--- config.mk ---
export PLATFORM = sky130hd
export DESIGN_NAME = mem_access_unit
export DESIGN_NICKNAME = d
export VERILOG_FILES = /design/src/rtl/mem_access_unit.sv
export SDC_FILE = /design/constraint.sdc
export NUM_CORES = 1
export LEC_CHECK = 0
export CORE_MARGIN = 8
export CORE_UTILIZATION = 47
export DETAILED_ROUTE_END_ITERATION = 7
export PLACE_DENSITY = 0.9
export SLEW_MARGIN = 20
export SYNTH_ARGS = -nofsm -noshare
export SYNTH_HDL_FRONTEND = slang
export SYNTH_SLANG_ARGS = --single-unit
--- constraint.sdc ---
create_clock -name clk -period 4.4 [get_ports clk]
set_input_delay 0.44 -clock clk [delete_from_list [all_inputs] [get_ports clk]]
set_output_delay 0.44 -clock clk [all_outputs]
set_load 0.1 [all_outputs]
--- src/rtl/mem_access_unit.sv ---
// rtl/mem_access_unit.sv - MIPS load/store unit with an Avalon-MM style master port
// Three-state FSM (IDLE/ACCESS/DONE); request fields are latched on start.
module mem_access_unit (
    input  logic        clk,
    input  logic        reset,
    input  logic        start,
    input  logic [5:0]  opcode,
    input  logic [31:0] base,
    input  logic [31:0] offset,
    input  logic [31:0] store_data,
    input  logic [31:0] rt_old,
    output logic        busy,
    output logic        done,
    output logic        error,
    output logic [31:0] load_result,
    output logic [31:0] address,
    output logic        read,
    output logic        write,
    output logic [31:0] writedata,
    output logic [3:0]  byteenable,
    input  logic        waitrequest,
    input  logic [31:0] readdata
);

    localparam logic [5:0] OP_LB  = 6'h20;
    localparam logic [5:0] OP_LH  = 6'h21;
    localparam logic [5:0] OP_LWL = 6'h22;
    localparam logic [5:0] OP_LW  = 6'h23;
    localparam logic [5:0] OP_LBU = 6'h24;
    localparam logic [5:0] OP_LHU = 6'h25;
    localparam logic [5:0] OP_SW  = 6'h2B;

    typedef enum logic [1:0] {S_IDLE, S_ACCESS, S_DONE} state_t;

    state_t      state_q, state_d;
    logic [5:0]  op_q, op_d;
    logic [31:0] ea_q, ea_d;
    logic [31:0] sdata_q, sdata_d;
    logic [31:0] rt_old_q, rt_old_d;
    logic        err_q, err_d;
    logic [31:0] result_q, result_d;
    logic [31:0] ea;

    assign ea = base + offset;

    function automatic logic op_ok(input logic [5:0] op, input logic [1:0] lo);
        case (op)
            OP_LB, OP_LBU, OP_LWL: op_ok = 1'b1;
            OP_LH, OP_LHU:         op_ok = ~lo[0];
            OP_LW, OP_SW:          op_ok = (lo == 2'b00);
            default:               op_ok = 1'b0;
        endcase
    endfunction

    function automatic logic [31:0] load_value(input logic [5:0] op, input logic [1:0] k,
                                               input logic [31:0] rd, input logic [31:0] old);
        logic [7:0]  lane;
        logic [15:0] half;
        case (k)
            2'd0:    lane = rd[7:0];
            2'd1:    lane = rd[15:8];
            2'd2:    lane = rd[23:16];
            default: lane = rd[31:24];
        endcase
        half = k[1] ? rd[31:16] : rd[15:0];
        case (op)
            OP_LB:   load_value = {{24{lane[7]}}, lane};
            OP_LBU:  load_value = {24'h0, lane};
            OP_LH:   load_value = {{16{half[15]}}, half};
            OP_LHU:  load_value = {16'h0, half};
            OP_LW:   load_value = rd;
            // LWL: the addressed byte and those below it land in the top of rt
            OP_LWL: begin
                case (k)
                    2'd0:    load_value = {rd[7:0],  old[23:0]};
                    2'd1:    load_value = {rd[15:0], old[15:0]};
                    2'd2:    load_value = {rd[23:0], old[7:0]};
                    default: load_value = rd;
                endcase
            end
            default: load_value = 32'h0;
        endcase
    endfunction

    always_ff @(posedge clk or posedge reset) begin
        if (reset) begin
            state_q  <= S_IDLE;
            op_q     <= 6'h0;
            ea_q     <= 32'h0;
            sdata_q  <= 32'h0;
            rt_old_q <= 32'h0;
            err_q    <= 1'b0;
            result_q <= 32'h0;
        end else begin
            state_q  <= state_d;
            op_q     <= op_d;
            ea_q     <= ea_d;
            sdata_q  <= sdata_d;
            rt_old_q <= rt_old_d;
            err_q    <= err_d;
            result_q <= result_d;
        end
    end

    always_comb begin
        state_d    = state_q;
        op_d       = op_q;
        ea_d       = ea_q;
        sdata_d    = sdata_q;
        rt_old_d   = rt_old_q;
        err_d      = err_q;
        result_d   = result_q;
        busy       = (state_q != S_IDLE);
        done       = 1'b0;
        error      = 1'b0;
        read       = 1'b0;
        write      = 1'b0;
        address    = 32'h0;
        writedata  = 32'h0;
        byteenable = 4'b0000;
        case (state_q)
            S_IDLE: begin
                if (start) begin
                    op_d     = opcode;
                    ea_d     = ea;
                    sdata_d  = store_data;
                    rt_old_d = rt_old;
                    if (op_ok(opcode, ea[1:0])) begin
                        err_d   = 1'b0;
                        state_d = S_ACCESS;
                    end else begin
                        err_d    = 1'b1;
                        result_d = 32'h0;
                        state_d  = S_DONE;
                    end
                end
            end
            S_ACCESS: begin
                address    = {ea_q[31:2], 2'b00};
                byteenable = 4'b1111;
                if (op_q == OP_SW) begin
                    write     = 1'b1;
                    writedata = sdata_q;
                end else begin
                    read = 1'b1;
                end
                if (!waitrequest) begin
                    result_d = load_value(op_q, ea_q[1:0], readdata, rt_old_q);
                    state_d  = S_DONE;
                end
            end
            S_DONE: begin
                done    = 1'b1;
                error   = err_q;
                state_d = S_IDLE;
            end
            default: state_d = S_IDLE;
        endcase
    end

    assign load_result = result_q;

endmodule

==> impl.org, run 1 <==
** Route
- Number of vias in the routed layout :: about 8400
- DR iter-0 viols :: about 820
- Routed WL :: 27.7 mm
- The first detailed-routing pass took 7 iterations.
- The count of nets left with antenna violations once routing finished came out at 0.
- Dividing the detail-routed via count by the number of cells gives approximately 5.7.
- In the final routed layout, each cell accounts on average for 18.9 um.
- After detailed routing, the number of remaining DRC violations is 0.

** Final layout
- Post-Layout Inst Area :: ~11000 um2
- Reg area :: 3230 um2
- From synthesis to final layout, the design area changed by 39.3%.
- Fill cells in the final layout number 1455.
- In the final layout, the multi-input gates occupy 4590 um2.
- Final antenna diode count :: 0
- Cells with a size suffix above 1 make up between 10% and 20% of the layout.
- For this run, the post-layout net count is 1424.

** Global routing
- Overall track demand over capacity in global routing :: 25.1%
- Summed over all layers, the global routing overflow is 0.
- Pin count of the biggest net entering global routing :: between 70 and 80
- The first global-routing pass estimated roughly 44 mm of wire.
- Antenna violations before repair :: 1
- Via count of the first global-routing pass :: between 8000 and 9000

** Clocking
- Clock latency reported for the late side of the worst-skew pair :: roughly 0.42 ns
- CTS tree :: yes
- After clock tree synthesis, the clock-pin slew on the worst setup and hold paths is ~0.060 ns.
- TritonCTS created 17 clock buffers.
- Once the clock tree was built, the setup fixing pass inserted 0 buffers.
- The longest clock path from root to sink contains 2 buffers.
- Hold-fix buffers at CTS :: 0
- CTS built an H-tree with a depth of 4.
- Library cell used as clock root buffer :: sky130_fd_sc_hd__clkbuf_16
- Cells resized by post-CTS repair :: 0
- CTS saw ~130 sinks.

** Synth
- Yosys top cell area share :: around 40%
- Synth Instances :: between 900 and 1000
- Prevailing post-synth register cell :: sky130_fd_sc_hd__dfrtp_1
- sky130_fd_sc_hd__dfrtp_1 takes more of the synthesized area than any other cell.
- For this run, asynchronously set or reset flops after synthesis account for between 90% and 100%.
- Number of distinct library cells after synthesis :: 66
- Netlist Area Pre-Place :: between 8000 and 9000 um2
- Yosys instantiated no cell more often than sky130_fd_sc_hd__nand2_1.
- Counting flops and latches in the post-synthesis netlist gives 129.
- The Yosys step of the flow raised 0 warnings.
- Synth Area in Simple Gates :: between 20% and 30%
- The synthesized netlist devotes roughly 2.9% of its cell area to XOR and XNOR gates.
- Synthesized-area fraction occupied by adder cells :: 5.01%
- Of the post-synthesis cell area, the part taken by muxes is 2.48%.
- Of the synthesized area, sequential elements account for 39.7%.
- Mean instance size in the synthesized netlist :: around 8.2 um2
- Yosys mapped a number of flops with a built-in enable equal to 0.
- After synthesis, the largest family of logic cells by area is simple AND/OR/NAND/NOR gates.
- Post-synth top cells :: sky130_fd_sc_hd__nand2_1 (284), sky130_fd_sc_hd__dfrtp_1 (129), sky130_fd_sc_hd__a21oi_1 (52), sky130_fd_sc_hd__clkbuf_1 (52), sky130_fd_sc_hd__o21ai_0 (52)
- The synthesized netlist devotes between 20% and 30% of its cell area to compound gates.
- After synthesis, the cell types taking the most area are sky130_fd_sc_hd__dfrtp_1 (40%), sky130_fd_sc_hd__nand2_1 (13%), sky130_fd_sc_hd__ha_1 (4.8%).

** Setup path
- Crit. End Element :: output port
- Worst setup SP type :: flop
- Beginning of the worst register-to-register path :: ea_q[1]
- STA puts the critical path data required time at roughly 4.0 ns.
- The worst register-to-register path has a depth of 7.
- Data arrives at the worst endpoint at 2.87 ns.
- By startpoint and endpoint, the worst setup path is classified as reg -> out.
- Crit. Startpoint :: op_q[1]
- Largest fanout on the critical path :: 34

** Timing
- The tightest hold path in the finished design has a slack of around 0.47 ns.
- The final hold violation count is 0.
- For the pin with the worst max-slew slack, the measured transition is 1.04 ns.
- Clock skew on the completed layout was measured at about 0.014 ns.
- Final setup TNS :: 0 ns
- The final critical path takes up approximately three quarters of the cycle.
- RSZ-0062 raised after global routing :: no
- Headroom to the max-slew limit :: a little under a third
- The number of slew-limit violations in the final report came to 0.
- Setup violations remaining at the end of the flow were counted as 0.
- Timing would allow up to 0.302 GHz.
- Final worst path period need :: between 3 and 4 ns

** Flow run
- Max-cap violations in this run came to 0.

** Power
- PwrDens :: around 350 nW/um2
- The worst-case IR drop observed on VDD is between 200 and 300 uV.
- Summed over all cells, the static leakage comes to between 5 and 6 nW.

** Floorplanning
- Count of pins on the block boundary :: between 200 and 300
- Die H :: around 150 um
- Core area :: roughly 17000 um2
- DIE WIDTH :: between 100 and 150 um
- Rows :: 48
- Starting density of the core :: about 48%
- Overall die area :: approximately 22000 um2

** Outcome
- Status :: finished clean

** Worst hold path
- The worst hold path begins at sdata_q[27].
- The worst hold path belongs to the class reg -> reg.
- Cell depth of the worst min-delay path :: 2

** Place
- Placed standard-cell area :: ~11000 um2
- Final weighted congestion in routability-driven placement :: slightly below 1
- Post-detailed-placement half-perimeter wirelength :: between 20 and 25 mm
- Number of I/O port buffers :: between 200 and 300
-- registers in the layout, indices dropped and copies added, names as in the netlist --
register,cells
ea_q,32
err_q,1
load_result,32
op_q,6
rt_old_q,24
sdata_q,32
state_q,2
-- routing by layer --
metal	GRT usage, %	wire, um
met4	10.6	1110
met5	0	10
met2	40.0	12800
met1	31.2	11300
met3	7.64	2490
-- worst max-delay path, cell delays in order, from the launching register on --
cell and delay [ns]:
sky130_fd_sc_hd__dfrtp_1 0.47, sky130_fd_sc_hd__nor2b_1 0.24, sky130_fd_sc_hd__nand3_1 0.15, sky130_fd_sc_hd__nor3b_2 0.18, sky130_fd_sc_hd__buf_4 0.33, sky130_fd_sc_hd__nor2_1 0.07
sky130_fd_sc_hd__clkdlybuf4s50_1 1.01
-- layout make-up --
| class | instances | share of cell area (%) |
|---|---|---|
| timing repair buffer | 276 | 22.6 |
| inverter | 17 | 0.585 |
| multi-input combinational | 781 | 40.5 |
| tap | 225 | 2.48 |
| clock inverter | 14 | 1.58 |
| sequential | 129 | 28.5 |
| clock buffer | 18 | 3.79 |
-- path summary, 6_finish.rpt --
| path | endpoint | slack (ns) |
|---|---|---|
| max | read | 1.09 |
| max in group asynchronous | rt_old_q[7] | 2.80 |
| min reg2reg | sdata_q[27] | 0.47 |
| min in group asynchronous | ea_q[2] | 0.60 |
| max reg2reg | load_result[19] | 1.68 |
| min | sdata_q[27] | 0.47 |
-- where the power goes --
part           total [mW]  internal (mW)  switching, mW
Clock                1.46          0.899          0.561
Sequential           1.49           1.37          0.119
Combinational        1.05          0.428          0.627
-- per-stage QoR --
stage / power [mW] / utilization, % / worst slack, ns / cells
after floorplan: 2.17 / - / 0.519 / 997
after global placement: 2.52 / 62.6 / 1.10 / 1428
after detailed placement: 2.54 / 62.6 / 1.02 / 1428
after CTS: 4.02 / 66.2 / 1.06 / 1460
after global routing: 4.21 / 66.2 / 0.861 / 1460
final: 4.00 / 66.2 / 1.09 / 1460
-- logic make-up after synthesis --
kind of cell / count (synthesis)
other cells: 1
xor+xnor: 27
fa+ha+maj: 32
flops: 129
compound gates: 247
simple gates: 454
buf+inv: 87
mux: 19
-- layout by cell type (no fill, tap or decap), types with 13 or more instances in the layout --
cell type                           n
sky130_fd_sc_hd__a211oi_1          25
sky130_fd_sc_hd__a21o_1            15
sky130_fd_sc_hd__a21oi_1           51
sky130_fd_sc_hd__a222oi_1          14
sky130_fd_sc_hd__and2_1            33
sky130_fd_sc_hd__and3_1            34
sky130_fd_sc_hd__buf_4             79
sky130_fd_sc_hd__clkbuf_16         17
sky130_fd_sc_hd__clkdlybuf4s50_1  197
sky130_fd_sc_hd__dfrtp_1          129
sky130_fd_sc_hd__ha_1              31
sky130_fd_sc_hd__inv_1             14
sky130_fd_sc_hd__nand2_1          283
sky130_fd_sc_hd__nor2_1            40
sky130_fd_sc_hd__nor2b_1           13
sky130_fd_sc_hd__o21ai_0           52
sky130_fd_sc_hd__xor2_1            15
No activity file was read; power rests on OpenSTA's default activity.
==> run 2, diff against run 1 <==
- CORE_UTILIZATION: 47 -> 42
- PLACE_DENSITY: 0.9 -> 0.86
- clock period: 4.4 -> 2.8 ns (I/O delays scaled with it)
==> impl.org, run 2 (synthesis results as in run 1) <==
** Power
- Peak supply drop :: 438 uV (+56%)
- The power per unit of standard cell area was 552 nW/um2 (+56%).
- The leakage power is 5.79 nW (+8.5%).

** Setup path
- The worst endpoint data arrival time is 2.85 ns (-0.02 ns).
- Largest fanout on the critical path :: 3 (-91%)
- Cell type group with the largest total delay on the critical path :: compound AO/OA/AOI/OAI gates
- Worst setup path class :: in -> reg
- The count of buffering cells on the critical path with inverters included came to 2 (unchanged).
- Worst setup SP type :: input port
- Traced cell by cell, the critical path runs through clkdlybuf4s50_1, ha_1, fa_1, a21o_1, a221o_1, buf_4, nand2_1, a31oi_1, a31oi_1, xor2_1, o21ai_0.
- Largest stage delay on the critical path :: 0.42 ns (-0.59 ns)
- The worst setup path is captured at a flop.
- Critical-path top delay cell :: sky130_fd_sc_hd__clkdlybuf4s50_1
- The cell that appears most often on the critical path is sky130_fd_sc_hd__a31oi_1.
- Required time at the worst-slack endpoint :: 3.08 ns (-0.88 ns)

** Clocking
- The largest buffer count on any clock path was 2 (unchanged).
- Clock latency reported for the late side of the worst-skew pair :: 0.42 ns (about the same)
- The CTS buffer count was 17 (unchanged).
- TritonCTS built the clock tree.
- Cells resized by post-CTS repair :: 0 (unchanged)
- The total number of clock tree sinks was 129 (unchanged).
- Hold-fix buffers at CTS :: 0 (unchanged)
- Worst-path clk slew :: 0.06 ns (about the same)
- The number of buffers added for setup after CTS was 0 (unchanged).
- H-tree depth :: 4 (unchanged)
- The tree is rooted in a sky130_fd_sc_hd__clkbuf_16.

** Place
- The routability-driven placement congestion ratio was 0.918 (-6.6%).
- The total placed instance area is 11800 um2 (+9.8%).
- The pre-CTS worst setup slack came to -0.144 ns (-1.16 ns).
- The half-perimeter wire length after placement is 22.6 mm (+8.1%).
- The count of buffers inserted at the top-level ports is 264 (unchanged).

** Final layout
- Fraction of final layout cells with drive strength greater than 1 :: 16.2% (+4.7 points)
- Area growth, synth to finish :: 53.8%
- Leading cell type in the layout, fill and taps excluded :: sky130_fd_sc_hd__nand2_1
- The final net count came to 1449 (+1.8%).
- Commonest cells after routing, fill and taps aside :: sky130_fd_sc_hd__nand2_1 (283), sky130_fd_sc_hd__clkdlybuf4s50_1 (161), sky130_fd_sc_hd__dfrtp_1 (129)
- The final non-filler cell area came to 12500 um2 (+10%).
- Utilization of the core after routing :: 64.9% (-1.3 points)

** Global routing
- First-pass GRT wire length :: 46.3 mm (+4.6%)
- The via count of the first global-routing pass came to 8472 (+2.3%).
- The total grt overflow was 0 (unchanged).
- Overall track demand over capacity in global routing :: 24.4% (-0.74 points)
- Pin count of the biggest net entering global routing :: 130 (+73%)
- Antenna violations before repair :: 4 (+3)

** Floorplanning
- The floorplan core area is 19300 um2 (+13%).
- The die span in y is 155 um (+5.2%).
- Rows :: 51 (+6.3%)
- The number of top-level pins was 275 (unchanged).
- Starting density of the core :: 42.2% (-5.3 points)
- The floorplan die area was 24100 um2 (+11%).
- The overall die width came to 155 um (+5.2%).

** Route
- The vias per cell is 5.50 (-4.1%).
- Number of vias in the routed layout :: 8393 (+0.26%)
- Routed WL :: 29.7 mm (+7.2%)
- The initial DRC count came to 804 (-2.4%).
- Remaining design rule violation count :: 0 (unchanged)
- Routed length per placed instance :: 19.4 um (+2.5%)
- The number of nets still failing antenna checks after routing is 0 (unchanged).
- Number of detailed-routing iterations run before antenna repair :: 7 (unchanged)

** Timing
- Setup repair after global routing left no endpoint under its margin.
- Worst Tran Pin Value :: 0.713 ns (-0.324 ns)
- Number of endpoints with negative hold slack in the final report :: 0 (unchanged)
- Final setup viols :: 0 (unchanged)
- Crit path setup slack, layout :: 0.226 ns (-0.860 ns)
- The smallest clock period supported by the final layout is computed as 2.57 ns.
- Headroom to the max-slew limit :: 52.5% (+22 points)
- Maximum frequency from static timing analysis :: roughly 0.39 GHz
- Share of the cycle needed by the critical path after routing :: 91.9%
- The final worst clock skew was 0.00604 ns (-0.00817 ns).
- The number of slew-limit violations in the final report was 0 (unchanged).

** Outcome
- The run finished with clean final reports.

** Flow run
- Max Cap Viol :: 0 (unchanged)

** Worst hold path
- Class of the tightest hold or removal check :: in -> reg
## run 2: cell count changes in the layout (fill, tap and decap cells not counted), moves of 2 or more
cell / previous run / this run
sky130_fd_sc_hd__clkinv_4: 3 / 1
sky130_fd_sc_hd__inv_6: 4 / 1
sky130_fd_sc_hd__buf_4: 79 / 68
sky130_fd_sc_hd__diode_2: 0 / 2
sky130_fd_sc_hd__bufinv_16: 3 / 9
sky130_fd_sc_hd__clkdlybuf4s50_1: 197 / 161
sky130_fd_sc_hd__buf_12: 0 / 72
sky130_fd_sc_hd__clkinv_2: 1 / 3
## run 2: worst paths after layout
| path | endpoint | slack (ns) | cells past startpoint | from |
|---|---|---|---|---|
| max | ea_q[26] | 0.23 | 11 | base[0] |
| min | sdata_q[31] | 0.39 | 3 | store_data[31] |
| max reg2reg | load_result[30] | 0.36 | 7 | ea_q[1] |
| min reg2reg | sdata_q[0] | 0.47 | 2 | sdata_q[0] |
| max in group asynchronous | rt_old_q[5] | 1.86 | 3 | reset |
| min in group asynchronous | load_result[0] | 0.44 | 3 | reset |
## run 2: worst reg2reg max path: cells and delay by family, from the launching register on
family          cells  cell delay (ns)
compound gates      5             1.15
flops               1             0.49
simple gates        1             0.18
buf+inv             1             0.49
## run 2: layout make-up
class / count / area, um2
clock inverter: 15 / 310
antenna: 2 / 5.00
inverter: 17 / 67.6
sequential: 129 / 3230
fill: 1583 / 6760
multi-input combinational: 781 / 4580
timing repair buffer: 301 / 3560
clock buffer: 17 / 425
tap: 265 / 332
## run 2: stage by stage
step / instances / hold slack [ns] / power [mW] / setup TNS (ns)
2_1_floorplan: 997 / 0.385 / 3.42 / 0
3_3_place_gp: 1493 / 0.449 / 4.05 / -0.429
3_5_place_dp: 1493 / 0.455 / 4.11 / -0.855
4_1_cts: 1525 / 0.370 / 6.93 / 0
5_1_grt: 1527 / 0.383 / 7.23 / 0
6_report: 1527 / 0.386 / 6.90 / 0
## run 2: metal layers
| layer | wire length, um | global-route usage (%) |
|---|---|---|
| met1 | 11600 | 28.5 |
| met3 | 2640 | 7.66 |
| met2 | 14700 | 42.3 |
| met5 | 20 | 0 |
| met4 | 678 | 7.07 |
## run 2: power breakdown
part | total [mW] | internal (mW) | switching (mW)
clock | 2.80 | 1.94 | 0.865
combinational | 1.77 | 0.746 | 1.03
sequential | 2.33 | 2.15 | 0.175
==> run 3, diff against run 2 <==
- CORE_ASPECT_RATIO: default -> 1.2
- CORE_UTILIZATION: 42 -> 41
- PLACE_DENSITY: 0.86 -> 0.84
==> impl.org, run 3 (synthesis results as in run 1) <==
** Clocking
- Clock tree synthesis selected as its root buffer the cell sky130_fd_sc_hd__clkbuf_16.
- CTS tree :: yes
- Maximum number of buffers from clock root to sink :: 2 (unchanged)
- The clock transition at the registers of the reported paths is 0.06 ns (about the same).
- Cells resized by post-CTS repair :: 0 (unchanged)
- Clock latency reported for the late side of the worst-skew pair :: 0.42 ns (about the same)
- The number of buffers added for setup after CTS came to 0 (unchanged).
- Total CTS buffers :: 17 (unchanged)
- The hold buffer count at CTS was 0 (unchanged).
- CTS sink count :: 129 (unchanged)
- The level count of the clock H-tree came to 4 (unchanged).

** Setup path
- The worst endpoint data arrival time came to 2.91 ns (+0.06 ns).
- Cell type group with the largest total delay on the critical path :: compound AO/OA/AOI/OAI gates
- For this design, the slowest cell found on the critical path is sky130_fd_sc_hd__clkdlybuf4s50_1.
- FF-to-FF setup slack :: 0.39 ns (+0.03 ns)
- The endpoint identified for the worst register-to-register timing path is load_result[18].
- The largest stage delay on the critical path was 0.43 ns (about the same).
- The maximum net fanout on the critical path was 3 (unchanged).
- Crit. End Element :: flop
- Beginning of the worst register-to-register path :: ea_q[1]
- The signal on the critical path passes through clkdlybuf4s50_1, ha_1, fa_1, a21o_1, a221o_1, a21oi_1, buf_4, and4b_1, a21oi_2, xor2_1, o21ai_0.
- Depth of the worst register-to-register path :: 6 (-1)
- The setup path with the least slack is of type in -> reg.
- Worst setup SP type :: input port
- Required time at the worst-slack endpoint :: 3.07 ns (about the same)
- Critical path buffer and inverter count :: 2 (unchanged)

** Route
- The initial DRC count was 675 (-16%).
- Number of vias per cell :: 5.50 (about the same)
- The final routed wire length divided by cell count came to 19.3 um (-0.77%).
- Antenna Nets Post-Route :: 0 (unchanged)
- The post-detailed-route DRC marker count is 0 (unchanged).
- Number of detailed-routing iterations run before antenna repair :: 6 (-1)
- Number of vias in the routed layout :: 8340 (-0.63%)
- Routed WL :: 29.2 mm (-1.4%)

** Floorplanning
- The die span in y came to 170 um (+9.8%).
- The floorplan die area is 24600 um2 (+2.3%).
- Rows :: 56 (+9.8%)
- The overall die width was 145 um (-6.8%).
- The effective utilization at floorplan was 41.6% (-0.60 points).
- The floorplan core area came to 19500 um2 (+1.4%).
- Count of pins on the block boundary :: 275 (unchanged)

** Power
- The power per unit of standard cell area came to 517 nW/um2 (-6.2%).
- Clock network power share :: 36.0% (-4.6 points)
- Combinational Power Share :: 27.4% (+1.7 points)
- The switching power was 2.07 mW (+0.15%).
- Peak supply drop :: 404 uV (-7.8%)
- Leakage power of the design :: 5.69 nW (-1.6%)
- Total internal power :: 4.31 mW (-11%)
- Register share of total power :: 36.6% (+2.9 points)
- The post-layout total power was 6.38 mW (-7.6%).
- Sw frac :: 32.4% (+2.5 points)

** Place
- Cell total after placement :: 1484 (-0.60%)
- Pre-CTS setup slack :: -0.157 ns (-0.0125 ns)
- The count of buffers inserted at the top-level ports is 264 (unchanged).
- Post-detailed-placement half-perimeter wirelength :: 22.2 mm (-1.8%)
- Final weighted congestion in routability-driven placement :: 0.952 (+3.7%)

** Timing
- The post-route clock period utilization came to 94.1% (+2.2 points).
- Setup repair after global routing left no endpoint under its margin.
- The minimum setup slack in the final design came to 0.165 ns (-0.0609 ns).
- The number of slew-limit violations in the final report is 0 (unchanged).
- Number of endpoints with negative hold slack in the final report :: 0 (unchanged)
- The minimum period implied by the final worst setup slack is 2.63 ns (+0.0609 ns).
- Final setup viols :: 0 (unchanged)
- The slew at the pin closest to its max-slew limit is 0.709 ns (-0.00332 ns).
- The final worst clock skew is 0.00845 ns (+0.00242 ns).
- The worst hold slack came to 0.380 ns (-0.00547 ns).
- Headroom to the max-slew limit :: 52.6% (+0.12 points)
- The fmax came to 0.380 GHz (-2.3%).

** Final layout
- Filler cell count in the final layout :: 1576 (-0.44%)
- Leaving out fill and tap cells, the most frequent cells in the layout are sky130_fd_sc_hd__nand2_1 (283), sky130_fd_sc_hd__clkdlybuf4s50_1 (161), sky130_fd_sc_hd__dfrtp_1 (129).
- The final net count is 1444 (-0.35%).
- Leaving out fill and tap cells, the most frequent cell in the layout is sky130_fd_sc_hd__nand2_1.
- The final core area utilization was 63.1% (-1.8 points).
- Relative to the synthesized area, the layout overhead comes to 51.6%.
- The non-filler instance count after layout was 1517 (-0.65%).
- Fraction of final layout cells with drive strength greater than 1 :: 15.8% (-0.41 points)

** Worst hold path
- Hold Crit Start :: store_data[31]
- For hold timing, the worst endpoint is sdata_q[31].
- Cell depth of the worst min-delay path :: 3 (unchanged)
- Class of the tightest hold or removal check :: in -> reg

** Global routing
- Total overflow reported by the global router :: 0 (unchanged)
- The aggregate global-route resource usage came to 23.4% (-0.99 points).
- First-pass GRT wire length :: 44.3 mm (-4.2%)
- Via count of the first global-routing pass :: 8318 (-1.8%)
- The initial antenna violation count was 2 (-2).
- Pin count of the biggest net entering global routing :: 130 (unchanged)

** Flow run
- The max-capacitance violation count came to 0 (unchanged).

** Outcome
- Status :: finished clean
==> run 3: cell types whose count changed in the layout (fill, tap and decap cells not counted), sizes merged <==
| cell | delta |
|---|---|
| inv | +1 |
| clkinv | -1 |
| bufinv | -6 |
| clkinvlp | +4 |
| clkbuf | +2 |
| diode | -1 |
| buf | -5 |
==> run 3: power groups by stage <==
stage	registers (mW)	logic, mW	clock network, mW
after floorplan	2.29	1.12	0
after global routing	2.37	1.92	2.41
after CTS	2.33	1.74	2.33
after global placement	2.35	1.70	0
final	2.33	1.75	2.30
after detailed placement	2.36	1.73	0
==> run 3: how the worst max path moves through the flow <==
stage | from | to | cells past startpoint
3_3_place_gp | offset[0] | ea_q[20] | 11
2_1_floorplan | op_q[1] | writedata[23] | 5
5_1_grt | offset[0] | ea_q[24] | 11
4_1_cts | op_q[1] | writedata[26] | 6
6_report | offset[0] | ea_q[24] | 11
3_5_place_dp | offset[0] | ea_q[20] | 11
==> run 3: area by class of cell <==
| cell class | instances | area (um2) | area share [%] |
|---|---|---|---|
| antenna | 1 | 2.50 | 0.0203 |
| clock inverter | 13 | 160 | 1.30 |
| sequential | 129 | 3230 | 26.2 |
| multi-input combinational | 781 | 4580 | 37.2 |
| timing repair buffer | 296 | 3530 | 28.6 |
| clock buffer | 19 | 443 | 3.59 |
| tap | 261 | 327 | 2.65 |
| inverter | 17 | 67.6 | 0.548 |
==> run 3: through the flow <==
stage | instance area [um2] | setup TNS (ns)
2_1_floorplan | 8150 | 0
4_1_cts | 12300 | 0
3_3_place_gp | 11700 | -0.283
3_5_place_dp | 11700 | -1.67
5_1_grt | 12300 | 0
6_report | 12300 | 0
==> run 3: tightest hold or removal path, delay by kind of cell <==
kind	cells	cell delay (ns)
AND/OR/NAND/NOR	2	0.10
buffers and inverters	1	0.39
==> run 3: metal layers <==
layer	GRT usage [%]	part of all wire [%]	wire, um	up-vias
met5	0	0.092	27	-
met4	10.8	3.4	980	4
met3	6.48	8.4	2460	61
met2	41.1	51	15000	340
met1	25.7	37	10800	3963
li1	-	-	-	3972
==> edit, RTL diff (config.mk and constraints of run 1) <==
Take the reset off `sdata_q` and load it in a clocked block of its own.
--- a/src/rtl/mem_access_unit.sv
+++ b/src/rtl/mem_access_unit.sv
@@ -87,7 +87,6 @@
             state_q  <= S_IDLE;
             op_q     <= 6'h0;
             ea_q     <= 32'h0;
-            sdata_q  <= 32'h0;
             rt_old_q <= 32'h0;
             err_q    <= 1'b0;
             result_q <= 32'h0;
@@ -95,11 +94,14 @@
             state_q  <= state_d;
             op_q     <= op_d;
             ea_q     <= ea_d;
-            sdata_q  <= sdata_d;
             rt_old_q <= rt_old_d;
             err_q    <= err_d;
             result_q <= result_d;
         end
+    end
+
+    always_ff @(posedge clk) begin
+        sdata_q <= sdata_d;
     end
 
     always_comb begin
Formal check against the unedited RTL: same outputs for any inputs over 4 cycles, from zero or initial values and one cycle with reset high; that may be too few to reach the edited logic, so the function may still have changed.
==> edit against run 1 <==
- synthesized cell count decreased by 12%
- setup slack worse by 0.30 ns
- power grew 2.8%
- critical path depth fell by 2
- the flow now finishes with violations (DRC)
- maximum frequency decreased by 8.4%
- synthesized area down 1.9%
- design area is 0.57% lower
- combinational power increased by 4%
- sequential cell count unchanged
- largest cell class unchanged
- sequential power barely moved
- routed wire length fell by 5.1%
- hold slack better by 0.0043 ns
==> edit: results (changes against run 1) <==
stage,metric,value,unit,change
outcome,status,finished with violations,,was finished clean
outcome,violations,DRC,,
global_route,grt_pass1_vias,7942,,was 8283
yosys,yosys-top-cells-area,"dfrtp_1 (30%), edfxtp_1 (12%), nand2_1 (8.3%)",,"was dfrtp_1 (40%), nand2_1 (13%), ha_1 (4.8%)"
detailed_routing,dr.pass1.iters,8,,was 7
cells_and_area,fillers,1304,,was 1455
detailed_routing,via_per_inst,5.721,,was 5.734
global_route,grt_max_degree,75,,unchanged
timing,maxSlewHeadroom,0.2782,,was 0.3066
clock_tree,post_cts_buffers,0,,unchanged
setup_path,worstPathMaxFanout,35,,was 34
timing,clock_skew,0.009588,ns,was 0.01421 ns
clock_tree,cts_buffer_depth,2,,unchanged
cells_and_area,layout.cells.non_filler,1342,,was 1460
placement,gp_congestion,0.8898,,was 0.9832
cells_and_area,drive_above_1_share,0.1176,,was 0.1150
clock_tree,cts_resized,0,,unchanged
yosys,syn_area_per_cell,9.123,um^2,was 8.172 um^2
yosys,async_reset_ff_frac,0.7519,,was 1.000
detailed_routing,wl_per_cell,19.56,um,was 18.95 um
worst_hold_path,hp-class,register to register,,unchanged
yosys,yosys_warnings,0,,unchanged
placement,portBuffers,264,,unchanged
global_route,grtUsageTotal,0.2416,,was 0.2514
clock_tree,cts_made_buffers,17,,unchanged
cells_and_area,diodes,0,,unchanged
yosys,ys.flop_type,dfrtp_1,,unchanged
power,p_leak,4.843,nW,was 5.335 nW
global_route,grt_first_pass_wirelength,41.77,mm,was 44.22 mm
placement,pre_cts_slack,1.217,ns,was 1.020 ns
placement,placed_cell_area,0.01062,mm^2,was 0.01072 mm^2
detailed_routing,drt_iter0_drc,721,,was 824
yosys,yosys-top-cells-count,"nand2_1 (176), dfrtp_1 (97), a21oi_1 (66), and2_1 (66), o21ai_0 (59)",,"was nand2_1 (284), dfrtp_1 (129), a21oi_1 (52), clkbuf_1 (52), o21ai_0 (52)"
setup_path,cp.arrival,3.18,ns,was 2.87 ns
clock_tree,clock_latency,0.42,ns,about the same
timing,hold_viol_final,0,,unchanged
global_route,antenna_found_initial,0,,was 1
clock_tree,htreeDepth,4,,unchanged
yosys,synth_cell_types,71,,was 66
detailed_routing,route.detailed.drc,1,,was 0
yosys,synth_edf_count,32,,was 0
yosys,ys_seq_area_frac,0.4245,,was 0.3966
placement,detailed_place_hpwl,19.44,mm,was 20.92 mm
clock_tree,clkTransAtPathRegs,0.06,ns,about the same
power,peakVddDrop,0.2903,mV,was 0.2809 mV
edit: changes by cell type after synthesis, sizes merged, moves of 20 or more:
| cell | delta |
|---|---|
| dfrtp | -32 |
| and3 | -32 |
| nand2 | -108 |
| clkbuf | -20 |
| edfxtp | +32 |
| and2 | +32 |
edit: metal layers:
metal,global-route usage,up-vias,share of wire
met1,0.2814,3645,0.39
met4,0.08964,0,0.030
met3,0.06180,69,0.082
met5,0,-,0
met2,0.4201,393,0.50
li1,-,3571,-
edit: critical path, stage by stage (launching register included):
cell and delay (ns):
dfrtp_1 0.44, nand2b_1 0.18, inv_1 0.72, and2_1 0.24, clkdlybuf4s50_1 1.15
edit: final timing paths:
check | to | slack, ns | from | cells past startpoint
max | address[15] | 0.78 | state_q[0] | 4
min | ea_q[5] | 0.47 | ea_q[5] | 2
max reg2reg | load_result[3] | 1.62 | op_q[3] | 7
min reg2reg | ea_q[5] | 0.47 | ea_q[5] | 2
max in group asynchronous | op_q[0] | 2.91 | reset | 3
min in group asynchronous | ea_q[7] | 0.59 | reset | 2
edit: logic make-up after synthesis:
group,count (synthesis),share of synthesized area
buf+inv,73,0.04091
fa+ha+maj,32,0.05110
compound gates,219,0.1741
flops,129,0.4245
mux,45,0.07461
simple gates,348,0.2036
other cells,1,0.0004698
xor+xnor,28,0.03072
edit: cell type report:
type / count / area, um^2 / area share
multi-input combinational: 674 / 4283 / 0.3800
sequential: 129 / 3388 / 0.3007
timing repair buffer: 275 / 2628 / 0.2332
clock buffer: 20 / 479.2 / 0.04252
tap: 220 / 275.3 / 0.02443
clock inverter: 12 / 168.9 / 0.01499
inverter: 12 / 47.55 / 0.004219
edit: report_power, final:
group	switching (W)	internal [W]
logic	0.000611	0.000480
clock network	0.000564	0.000970
registers	0.0000979	0.00139
total	0.00127	0.00284
